<file path="src/rtl/rect_fetch_if.sv">
`default_nettype none
// +----------------------------------------------------------------------------+
// | Module      : rect_fetch_if                                                |
// | Description : Request, rectangle-ROM and descriptor signals of rect_fetch. |
// |               Optional out_empty appears when RECT_FETCH_EMPTY_FLAG_EN is  |
// |               defined.                                                     |
// | Revision    : 1.0 - initial release                                        |
// +----------------------------------------------------------------------------+
interface rect_fetch_if #(
  parameter int W_DATA = 5,
  parameter int W_ADDR = 14,
  parameter int W_IDX  = 12,
  parameter int W_OFF  = 10
) ();

  logic              req_valid;
  logic [W_IDX-1:0]  req_idx;
  logic              req_ready;

  logic              rom_en;
  logic [W_ADDR-1:0] rom_addr;
  logic [W_DATA-1:0] rom_data;

  logic              out_valid;
  logic              out_ready;
  logic [W_IDX-1:0]  out_idx;
  logic [W_OFF-1:0]  out_a;
  logic [W_OFF-1:0]  out_b;
  logic [W_OFF-1:0]  out_c;
  logic [W_OFF-1:0]  out_d;
`ifdef RECT_FETCH_EMPTY_FLAG_EN
  logic              out_empty;
`endif

  // Requester, ROM and consumer side
  modport master (
    output req_valid, req_idx, rom_data, out_ready,
    input  req_ready, rom_en, rom_addr, out_valid, out_idx,
`ifdef RECT_FETCH_EMPTY_FLAG_EN
    input  out_empty,
`endif
    input  out_a, out_b, out_c, out_d
  );

  // rect_fetch side
  modport slave (
    input  req_valid, req_idx, rom_data, out_ready,
    output req_ready, rom_en, rom_addr, out_valid, out_idx,
`ifdef RECT_FETCH_EMPTY_FLAG_EN
    output out_empty,
`endif
    output out_a, out_b, out_c, out_d
  );

endinterface
`default_nettype wire

</file>
<file path="src/rtl/rect_fetch.sv">
`default_nettype none
// +----------------------------------------------------------------------------+
// | Module      : rect_fetch                                                   |
// | Description : Accepts a feature index, reads its four rectangle words      |
// |               (x, y, w, h) from the rectangle ROM and emits the four       |
// |               integral-image corner offsets A/B/C/D.                       |
// |               Optional feature macro: RECT_FETCH_EMPTY_FLAG_EN adds        |
// |               out_empty = (w == 0 || h == 0).                              |
// | Revision    : 1.0 - initial release                                        |
// +----------------------------------------------------------------------------+
module rect_fetch #(
  parameter int W_DATA = 5,
  parameter int W_ADDR = 14,
  parameter int W_IDX  = 12,
  parameter int II_W   = 25,
  parameter int W_OFF  = 10
) (
  input  wire logic   clk,
  input  wire logic   rst,
  rect_fetch_if.slave bus
);

  typedef enum logic [1:0] {
    S_IDLE  = 2'd0,
    S_FETCH = 2'd1,
    S_CALC  = 2'd2,
    S_OUT   = 2'd3
  } state_t;

  localparam logic [W_OFF-1:0] C_PITCH = W_OFF'(II_W);

  state_t            r_state;
  logic              r_req_ready;
  logic [W_IDX-1:0]  r_idx;
  logic [W_ADDR-1:0] r_base;
  logic [1:0]        r_k;
  logic              r_fetch_done;
  logic              r_rom_en;
  logic [W_ADDR-1:0] r_rom_addr;

  logic              r_rd_vld;
  logic [1:0]        r_rd_k;
  logic [W_DATA-1:0] r_x;
  logic [W_DATA-1:0] r_y;
  logic [W_DATA-1:0] r_w;

  logic              r_out_valid;
  logic [W_IDX-1:0]  r_out_idx;
  logic [W_OFF-1:0]  r_out_a;
  logic [W_OFF-1:0]  r_out_b;
  logic [W_OFF-1:0]  r_out_c;
  logic [W_OFF-1:0]  r_out_d;

  logic              w_accept;
  logic [W_OFF-1:0]  w_x;
  logic [W_OFF-1:0]  w_y;
  logic [W_OFF-1:0]  w_w;
  logic [W_OFF-1:0]  w_h;
  logic [W_OFF-1:0]  w_a;
  logic [W_OFF-1:0]  w_b;
  logic [W_OFF-1:0]  w_c;
  logic [W_OFF-1:0]  w_d;

  // req_ready is only ever high in IDLE, so this also implies IDLE
  assign w_accept = r_req_ready && bus.req_valid;

  // Fields are zero-extended (or truncated) to the offset width; all sums wrap.
  // h is not stored: it is on rom_data during CALC and used directly.
  assign w_x = W_OFF'(r_x);
  assign w_y = W_OFF'(r_y);
  assign w_w = W_OFF'(r_w);
  assign w_h = W_OFF'(bus.rom_data);
  assign w_a = w_y * C_PITCH + w_x;
  assign w_b = w_a + w_w;
  assign w_c = w_a + w_h * C_PITCH;
  assign w_d = w_c + w_w;

  // ROM read-return tracking: data is valid the cycle after rom_en was seen,
  // and the k-th return lands in x, y, w in order (h is consumed in CALC)
  always_ff @(posedge clk) begin
    if (rst) begin
      r_rd_vld <= 1'b0;
      r_rd_k   <= 2'd0;
      r_x      <= '0;
      r_y      <= '0;
      r_w      <= '0;
    end else begin
      r_rd_vld <= r_rom_en;
      if (w_accept) begin
        r_rd_k <= 2'd0;
      end else if (r_rd_vld) begin
        case (r_rd_k)
          2'd0:    r_x <= bus.rom_data;
          2'd1:    r_y <= bus.rom_data;
          2'd2:    r_w <= bus.rom_data;
          default: ;
        endcase
        r_rd_k <= r_rd_k + 2'd1;
      end
    end
  end

`ifdef RECT_FETCH_EMPTY_FLAG_EN
  logic r_out_empty;
  logic w_empty;

  assign w_empty       = (r_w == '0) || (bus.rom_data == '0);
  assign bus.out_empty = r_out_empty;

  // Empty flag is registered on the same edge as the corners
  always_ff @(posedge clk) begin
    if (rst) begin
      r_out_empty <= 1'b0;
    end else if (r_state == S_CALC) begin
      r_out_empty <= w_empty;
    end
  end
`endif

  // Control FSM with registered handshake, ROM and descriptor outputs.
  // FETCH issues four reads, then waits one cycle so the last read returns
  // while in CALC; this puts out_valid six edges after the accepting edge.
  always_ff @(posedge clk) begin
    if (rst) begin
      r_state      <= S_IDLE;
      r_req_ready  <= 1'b0;
      r_idx        <= '0;
      r_base       <= '0;
      r_k          <= 2'd0;
      r_fetch_done <= 1'b0;
      r_rom_en     <= 1'b0;
      r_rom_addr   <= '0;
      r_out_valid  <= 1'b0;
      r_out_idx    <= '0;
      r_out_a      <= '0;
      r_out_b      <= '0;
      r_out_c      <= '0;
      r_out_d      <= '0;
    end else begin
      case (r_state)
        S_IDLE: begin
          if (w_accept) begin
            r_req_ready  <= 1'b0;
            r_idx        <= bus.req_idx;
            r_base       <= W_ADDR'({bus.req_idx, 2'b00});
            r_k          <= 2'd0;
            r_fetch_done <= 1'b0;
            r_state      <= S_FETCH;
          end else begin
            r_req_ready  <= 1'b1;
          end
        end
        S_FETCH: begin
          if (!r_fetch_done) begin
            r_rom_en   <= 1'b1;
            r_rom_addr <= r_base + W_ADDR'(r_k);
            r_k        <= r_k + 2'd1;
            if (r_k == 2'd3) begin
              r_fetch_done <= 1'b1;
            end
          end else begin
            r_rom_en   <= 1'b0;
            r_rom_addr <= '0;
            r_state    <= S_CALC;
          end
        end
        S_CALC: begin
          r_out_a     <= w_a;
          r_out_b     <= w_b;
          r_out_c     <= w_c;
          r_out_d     <= w_d;
          r_out_idx   <= r_idx;
          r_out_valid <= 1'b1;
          r_state     <= S_OUT;
        end
        S_OUT: begin
          if (bus.out_ready) begin
            r_out_valid <= 1'b0;
            r_req_ready <= 1'b1;
            r_state     <= S_IDLE;
          end
        end
        default: begin
          r_state <= S_IDLE;
        end
      endcase
    end
  end

  assign bus.req_ready = r_req_ready;
  assign bus.rom_en    = r_rom_en;
  assign bus.rom_addr  = r_rom_addr;
  assign bus.out_valid = r_out_valid;
  assign bus.out_idx   = r_out_idx;
  assign bus.out_a     = r_out_a;
  assign bus.out_b     = r_out_b;
  assign bus.out_c     = r_out_c;
  assign bus.out_d     = r_out_d;

endmodule
`default_nettype wire

</file>
<file path="src/flat_wrapper.sv">
// flat-port wrapper written by rule: the top's interface ports become plain ports
module rect_fetch_flat 
#(
  parameter int W_DATA = 5,
  parameter int W_ADDR = 14,
  parameter int W_IDX  = 12,
  parameter int II_W   = 25,
  parameter int W_OFF  = 10
)
  (clk, rst, bus_req_valid, bus_req_idx, bus_rom_data, bus_out_ready, bus_req_ready, bus_rom_en, bus_rom_addr, bus_out_valid, bus_out_idx, bus_out_a, bus_out_b, bus_out_c, bus_out_d);
  rect_fetch_if #(.W_DATA(W_DATA), .W_ADDR(W_ADDR), .W_IDX(W_IDX), .W_OFF(W_OFF)) bus_i ();
  input  wire logic clk;
  input  wire logic rst;
  input wire logic [$bits(bus_i.req_valid)-1:0] bus_req_valid;
  input wire logic [$bits(bus_i.req_idx)-1:0] bus_req_idx;
  input wire logic [$bits(bus_i.rom_data)-1:0] bus_rom_data;
  input wire logic [$bits(bus_i.out_ready)-1:0] bus_out_ready;
  output wire logic [$bits(bus_i.req_ready)-1:0] bus_req_ready;
  output wire logic [$bits(bus_i.rom_en)-1:0] bus_rom_en;
  output wire logic [$bits(bus_i.rom_addr)-1:0] bus_rom_addr;
  output wire logic [$bits(bus_i.out_valid)-1:0] bus_out_valid;
  output wire logic [$bits(bus_i.out_idx)-1:0] bus_out_idx;
  output wire logic [$bits(bus_i.out_a)-1:0] bus_out_a;
  output wire logic [$bits(bus_i.out_b)-1:0] bus_out_b;
  output wire logic [$bits(bus_i.out_c)-1:0] bus_out_c;
  output wire logic [$bits(bus_i.out_d)-1:0] bus_out_d;
  assign bus_i.req_valid = bus_req_valid;
  assign bus_i.req_idx = bus_req_idx;
  assign bus_i.rom_data = bus_rom_data;
  assign bus_i.out_ready = bus_out_ready;
  assign bus_req_ready = bus_i.req_ready;
  assign bus_rom_en = bus_i.rom_en;
  assign bus_rom_addr = bus_i.rom_addr;
  assign bus_out_valid = bus_i.out_valid;
  assign bus_out_idx = bus_i.out_idx;
  assign bus_out_a = bus_i.out_a;
  assign bus_out_b = bus_i.out_b;
  assign bus_out_c = bus_i.out_c;
  assign bus_out_d = bus_i.out_d;
  rect_fetch #(.W_DATA(W_DATA), .W_ADDR(W_ADDR), .W_IDX(W_IDX), .II_W(II_W), .W_OFF(W_OFF)) u_core (.clk(clk), .rst(rst), .bus(bus_i));
endmodule
</file>
<file path="config.mk">
export PLATFORM = sky130hd
export DESIGN_NAME = rect_fetch_flat
export DESIGN_NICKNAME = d
export VERILOG_FILES = /design/src/rtl/rect_fetch_if.sv /design/src/rtl/rect_fetch.sv /design/src/flat_wrapper.sv
export SDC_FILE = /design/constraint.sdc
export NUM_CORES = 1
export LEC_CHECK = 0
export ABC_CLOCK_PERIOD_IN_PS = 6200
export CELL_PAD_IN_SITES_DETAIL_PLACEMENT = 1
export CELL_PAD_IN_SITES_GLOBAL_PLACEMENT = 2
export CORE_MARGIN = 4
export CORE_UTILIZATION = 33
export DETAILED_ROUTE_END_ITERATION = 8
export PLACE_DENSITY = 0.85
export REMOVE_ABC_BUFFERS = 1
export SLEW_MARGIN = 15
export SYNTH_ARGS = -nofsm -noshare
export SYNTH_HDL_FRONTEND = slang
export SYNTH_SLANG_ARGS = --single-unit
</file>
<file path="constraint.sdc">
create_clock -name clk -period 6.2 [get_ports clk]
set_input_delay 0.62 -clock clk [delete_from_list [all_inputs] [get_ports clk]]
set_output_delay 0.62 -clock clk [all_outputs]
set_load 0.01 [all_outputs]
</file>
# Word-level counts from Yosys, hierarchy flattened
# Cells that the tools add are included.
# W data, S select, Z words.
# totals
ff_bits	104
out_inout_bits	69
# classes
n_eq_ne	10
reduce_logical	16
add_sub_neg	7
n_bitwise	1
n_mux	18
mul	2
# op_table
cell	n
$add A10 B5 Y10	3
$mul A5 B5 Y10 const B	2
$reduce_and A3 Y1	5
$add A14 B2 Y14	1
$mux W14	1
$add A10 B10 Y10	1
$mux W2	5
$eq A2 B2 Y1 const B	4
$pmux W2 S4	1
$reduce_and A2 Y1	4
$mux W1	7
$pmux W1 S2	3
$reduce_bool A2 Y1	3
$add A2 B1 Y2 const B	2
$eq A2 B1 Y1 const B	2
$logic_not A2 Y1	2
$ne A2 B1 Y1 const B	2
$ne A2 B2 Y1 const B	2
$pmux W2 S2	1
$reduce_or A2 Y1	1
$logic_and A1 B1 Y1	1
$not A1 Y1	1

# Logic depth before layout (Yosys ltp)
# Gate-level depths: netlist of the first run.
# logic_depth
depth_word	4
mapped_depth	21
mapped_depth_nobuf	21

# Worst setup path after synthesis of the first run
# OpenSTA, ideal clock, no wires.
# synth_timing
path_type	flip-flop to flip-flop
from	register u_core.r_y[4]
to	register u_core.r_out_d[8], in the netlist u_core.bus.out_d[8]
path_slack_ns	1.278
arrival_ns	4.836
path_stages_with_launch	20
setup_time_ns	0.086
path_cell_list	dfxtp_1 -> ha_1 -> ha_1 -> fa_1 -> ha_1 -> a21oi_1 -> nand2_1 -> xor2_1 -> inv_1 -> fa_1 -> fa_1 -> inv_1 -> ha_1 -> o21ai_0 -> o21bai_1 -> a21oi_1 -> xnor2_1 -> and3_1 -> xnor2_1 -> a211oi_1
# synth_between
elab_chain_cells	4
# synth_rtl
item	line	source
start, declared	rect_fetch.sv:44	logic [W_DATA-1:0] r_y;
start signal, assigned	rect_fetch.sv:94	2'd1: r_y <= bus.rom_data;
$mul A5 B5 Y10	rect_fetch.sv:73	assign w_a = w_y * C_PITCH + w_x;
$add A10 B5 Y10	rect_fetch.sv:73	
$add A10 B10 Y10	rect_fetch.sv:75	assign w_c = w_a + w_h * C_PITCH;
$add A10 B5 Y10	rect_fetch.sv:76	assign w_d = w_c + w_w;
end signal, assigned	rect_fetch.sv:171	r_out_d <= w_d;
end, declared	rect_fetch.sv:52	logic [W_OFF-1:0] r_out_d;
# No other way between the ends.
# A chain may end at the register's enable or synchronous reset.

# Final worst setup path of the first run
# layout_timing
from	register u_core.r_y[1]
to	register u_core.r_out_d[8], in the netlist u_core.bus.out_d[8]
# The elaborated chain is that of the path after synthesis.

==> results.ini, run 1 <==
[cts]
clockRootBuffer = clkbuf_16
cts.clk_slew.worst_paths_ns = 0.07
cts_max_path_buffers = 2
cts_buffers = 9
ctsResizeCount = 0
postCtsSetupRepairBufs = 0
cts.sinks = 104
clock_latency_ns = 0.35
cts_tree = yes
cts_hold_buf = 0
htreeDepth = 3

[setup_path]
cp-start-kind = flop
crit_fanout = 5
required_ns = 6.45
cp_common_cell = ha_1
worstSetupPathType = flop to flop
path_cells = ha_1 > ha_1 > fa_1 > ha_1 > a21oi_1 > nand2_1 > xor2_1 > inv_1 > fa_1 > fa_1 > inv_1 > ha_1 > o21ai_0 > o21bai_1 > a21oi_1 > xnor2_1 > and3_1 > xnor2_1 > a211oi_1
arrival_ns = 5.76
rr_worst_depth = 19
slowest_stage = fa_1
cpPeakStageDelay_ns = 0.55
endpoint_kind = flop

[sta]
max-slew-margin-rel_pct = 40.7
maxSlewViolCount = 0
finalCritPeriodShare_pct = 88.8
hold_viol = 0
rsz0062_at_grt = false
fmax_ghz = 0.182
worst_pin_slew_ns = 0.889
fin_setup_tns_ns = 0
finClkSkew_ns = 0.00707
setup_viol = 0
fin_crit_ns = 5.51
setup_ws_ns = 0.694

[synthesis]
netlist_area_mm2 = 0.00564
synth_seq_area_share_pct = 36.9
yosys_warnings = 0
ys_types = 40
syn_area_per_cell_um2 = 9.08
yosys.area.top_type = dfxtp_1
synthTopCellsByCount = 104 x dfxtp_1, 93 x nor2_1, 72 x ha_1, 54 x a21oi_1, 50 x mux2i_1
synth_flop_cell = dfxtp_1
synth_top_area_share_pct = 36.9
yosys-top-cells-area = dfxtp_1 37%, ha_1 16%, mux2i_1 8.9%, nor2_1 6.2%, a21oi_1 4.8%
yosys.cell_count.top_type = dfxtp_1
async_flop_share_pct = 0
synth-seq-cells = 104
syn_inst = 621
synth_edf_count = 0

[detailed_routing]
vias_per_cell = 4.97
vias = 4580
drt_iter0_markers = 114
routed_wl_um = 14500
detail_route.wl_per_cell_um = 15.7
first_pass_iters = 4
ant_nets = 0
drc_errors = 0

[placed_design]
pre_cts_ws_ns = 0.698
dp.final_hpwl_um = 10900
io_buffers = 89
globalplace.congestion = 0.790

[layout]
area_growth_syn_to_layout_pct = 24.2
nets = 799
n_fill_cell = 1937
antenna_cells = 0
drive_gt1_share_pct = 3.71

[floorplanning]
die_area_mm2 = 0.0192
fp.dieW_um = 139
start_util_pct = 33.9
core_area_mm2 = 0.0166
fp.dieH_um = 139
ios = 90
placementRows = 47

[grt]
grt_pass1_vias = 5054
grt_max_degree = 78
grt.overflow.total = 0
grt_pass1_wl_um = 25000
grt.total_usage_pct = 15.7
antenna_found_initial = 0

[power_and_ir_drop]
pwr-share-comb_pct = 32.3
internal-power_mw = 1.31
ir_worst_vdd_mv = 0.130
p_sw_uw = 663
swShare_pct = 33.5
power_frac_seq_pct = 39.9
p_per_area_mw_per_mm2 = 282
leakage_nw = 2.91
clockPowerShare_pct = 27.8

[job]
drv_cap = 0

[status]
status = complete, no violations

[hold_path]
holdCritPathClass = flop to flop
hold_depth = 2

-- critical path: cells and delay by family, from the launching register on --
| family | cells | cell delay, ns |
|---|---|---|
| compound gates | 5 | 0.88 |
| xor+xnor | 3 | 0.73 |
| fa+ha+maj | 7 | 2.85 |
| buf+inv | 2 | 0.16 |
| flops | 1 | 0.43 |
| simple gates | 2 | 0.35 |
-- routing by layer --
metal / GRT usage (%) / vias to the layer above / routed length [um]
met5: 0 / - / 0
met4: 3.66 / 0 / 201
met3: 5.45 / 13 / 825
met2: 27.5 / 83 / 7080
met1: 18.5 / 2222 / 6390
li1: - / 2262 / -
-- cell type report --
type / instances / area (um2) / share of cell area (%)
sequential: 104 / 2080 / 29.7
multi-input combinational: 454 / 3320 / 47.5
clock inverter: 5 / 40.0 / 0.572
timing repair buffer: 91 / 903 / 12.9
inverter: 36 / 135 / 1.93
clock buffer: 11 / 243 / 3.47
tap: 220 / 275 / 3.93
-- flip-flops by register name, summed over array words and instances (netlist names) --
register,count
u_core.r_rd_vld,1
u_core.bus.req_ready,1
u_core.bus.out_d,10
u_core.bus.out_a,10
u_core.bus.rom_en,1
u_core.bus.out_valid,1
u_core.r_k,2
u_core.r_w,5
u_core.r_y,5
u_core.r_rd_k,2
u_core.bus.out_c,10
u_core.bus.out_b,10
u_core.r_state,2
u_core.bus.out_idx,12
u_core.r_idx,12
u_core.r_fetch_done,1
u_core.bus.rom_addr,14
u_core.r_x,5
-- placed cells by master (no fill, tap or decap), drive strengths merged, types with 2 or more instances in the layout --
cell type,count
dfxtp,104
nor2,93
clkdlybuf4s50,88
ha,72
a21oi,54
mux2i,50
nand2,39
inv,38
nand3,23
xnor2,22
nand2b,18
a211oi,18
o21ai,11
clkbuf,11
fa,10
xor2,6
a21o,6
nor3,5
and3,4
nor2b,4
buf,3
clkinv,3
o21a,2
o21bai,2
a22oi,2
-- per-stage QoR --
step	power (mW)	std cells	instance area (um2)	utilization [%]	hold slack (ns)
2_1_floorplan	1.21	594	5540	-	0.443
3_3_place_gp	1.42	905	6720	40.4	0.454
3_5_place_dp	1.46	905	6720	40.4	0.466
4_1_cts	2.02	921	7000	42.1	0.475
5_1_grt	2.12	921	7000	42.1	0.499
6_report	1.98	921	7000	42.1	0.471
-- path summary, 6_finish.rpt --
| kind | from | end | slack (ns) |
|---|---|---|---|
| worst min register to register | u_core.bus.out_d[9] | u_core.bus.out_d[9] | 0.47 |
| worst min-delay path | u_core.bus.out_d[9] | u_core.bus.out_d[9] | 0.47 |
| worst max register to register | u_core.r_y[1] | u_core.bus.out_d[8] | 0.69 |
| worst max-delay path | u_core.r_y[1] | u_core.bus.out_d[8] | 0.69 |
-- logic make-up after synthesis --
family	after synthesis	share of synthesized area (%)
and+or+nand+nor	193	15.4
AOI/OAI and AO/OA	101	10.7
buffers and inverters	63	4.19
xor gates and xnor gates	28	4.35
DFF	104	36.9
adders and majority gates	82	19.5
muxes	50	8.88
-- power groups by stage --
| stage | Clock, mW | Combinational (mW) | Sequential, mW |
|---|---|---|---|
| 2_1_floorplan | 0 | 0.392 | 0.818 |
| 3_3_place_gp | 0 | 0.622 | 0.800 |
| 3_5_place_dp | 0 | 0.650 | 0.806 |
| 4_1_cts | 0.574 | 0.653 | 0.791 |
| 5_1_grt | 0.603 | 0.719 | 0.801 |
| 6_report | 0.550 | 0.638 | 0.790 |
Power figures use the tool's default switching activity.
==> run 2, diff against run 1 <==
--- a/config.mk
+++ b/config.mk
@@ -10,6 +10,7 @@
 export CELL_PAD_IN_SITES_GLOBAL_PLACEMENT = 2
 export CORE_MARGIN = 4
 export CORE_UTILIZATION = 33
+export CTS_CLUSTER_DIAMETER = 40
 export DETAILED_ROUTE_END_ITERATION = 8
 export PLACE_DENSITY = 0.85
 export REMOVE_ABC_BUFFERS = 1
==> results of run 2 <==
The final DEF is identical to that of run 1; final timing and power are the same.
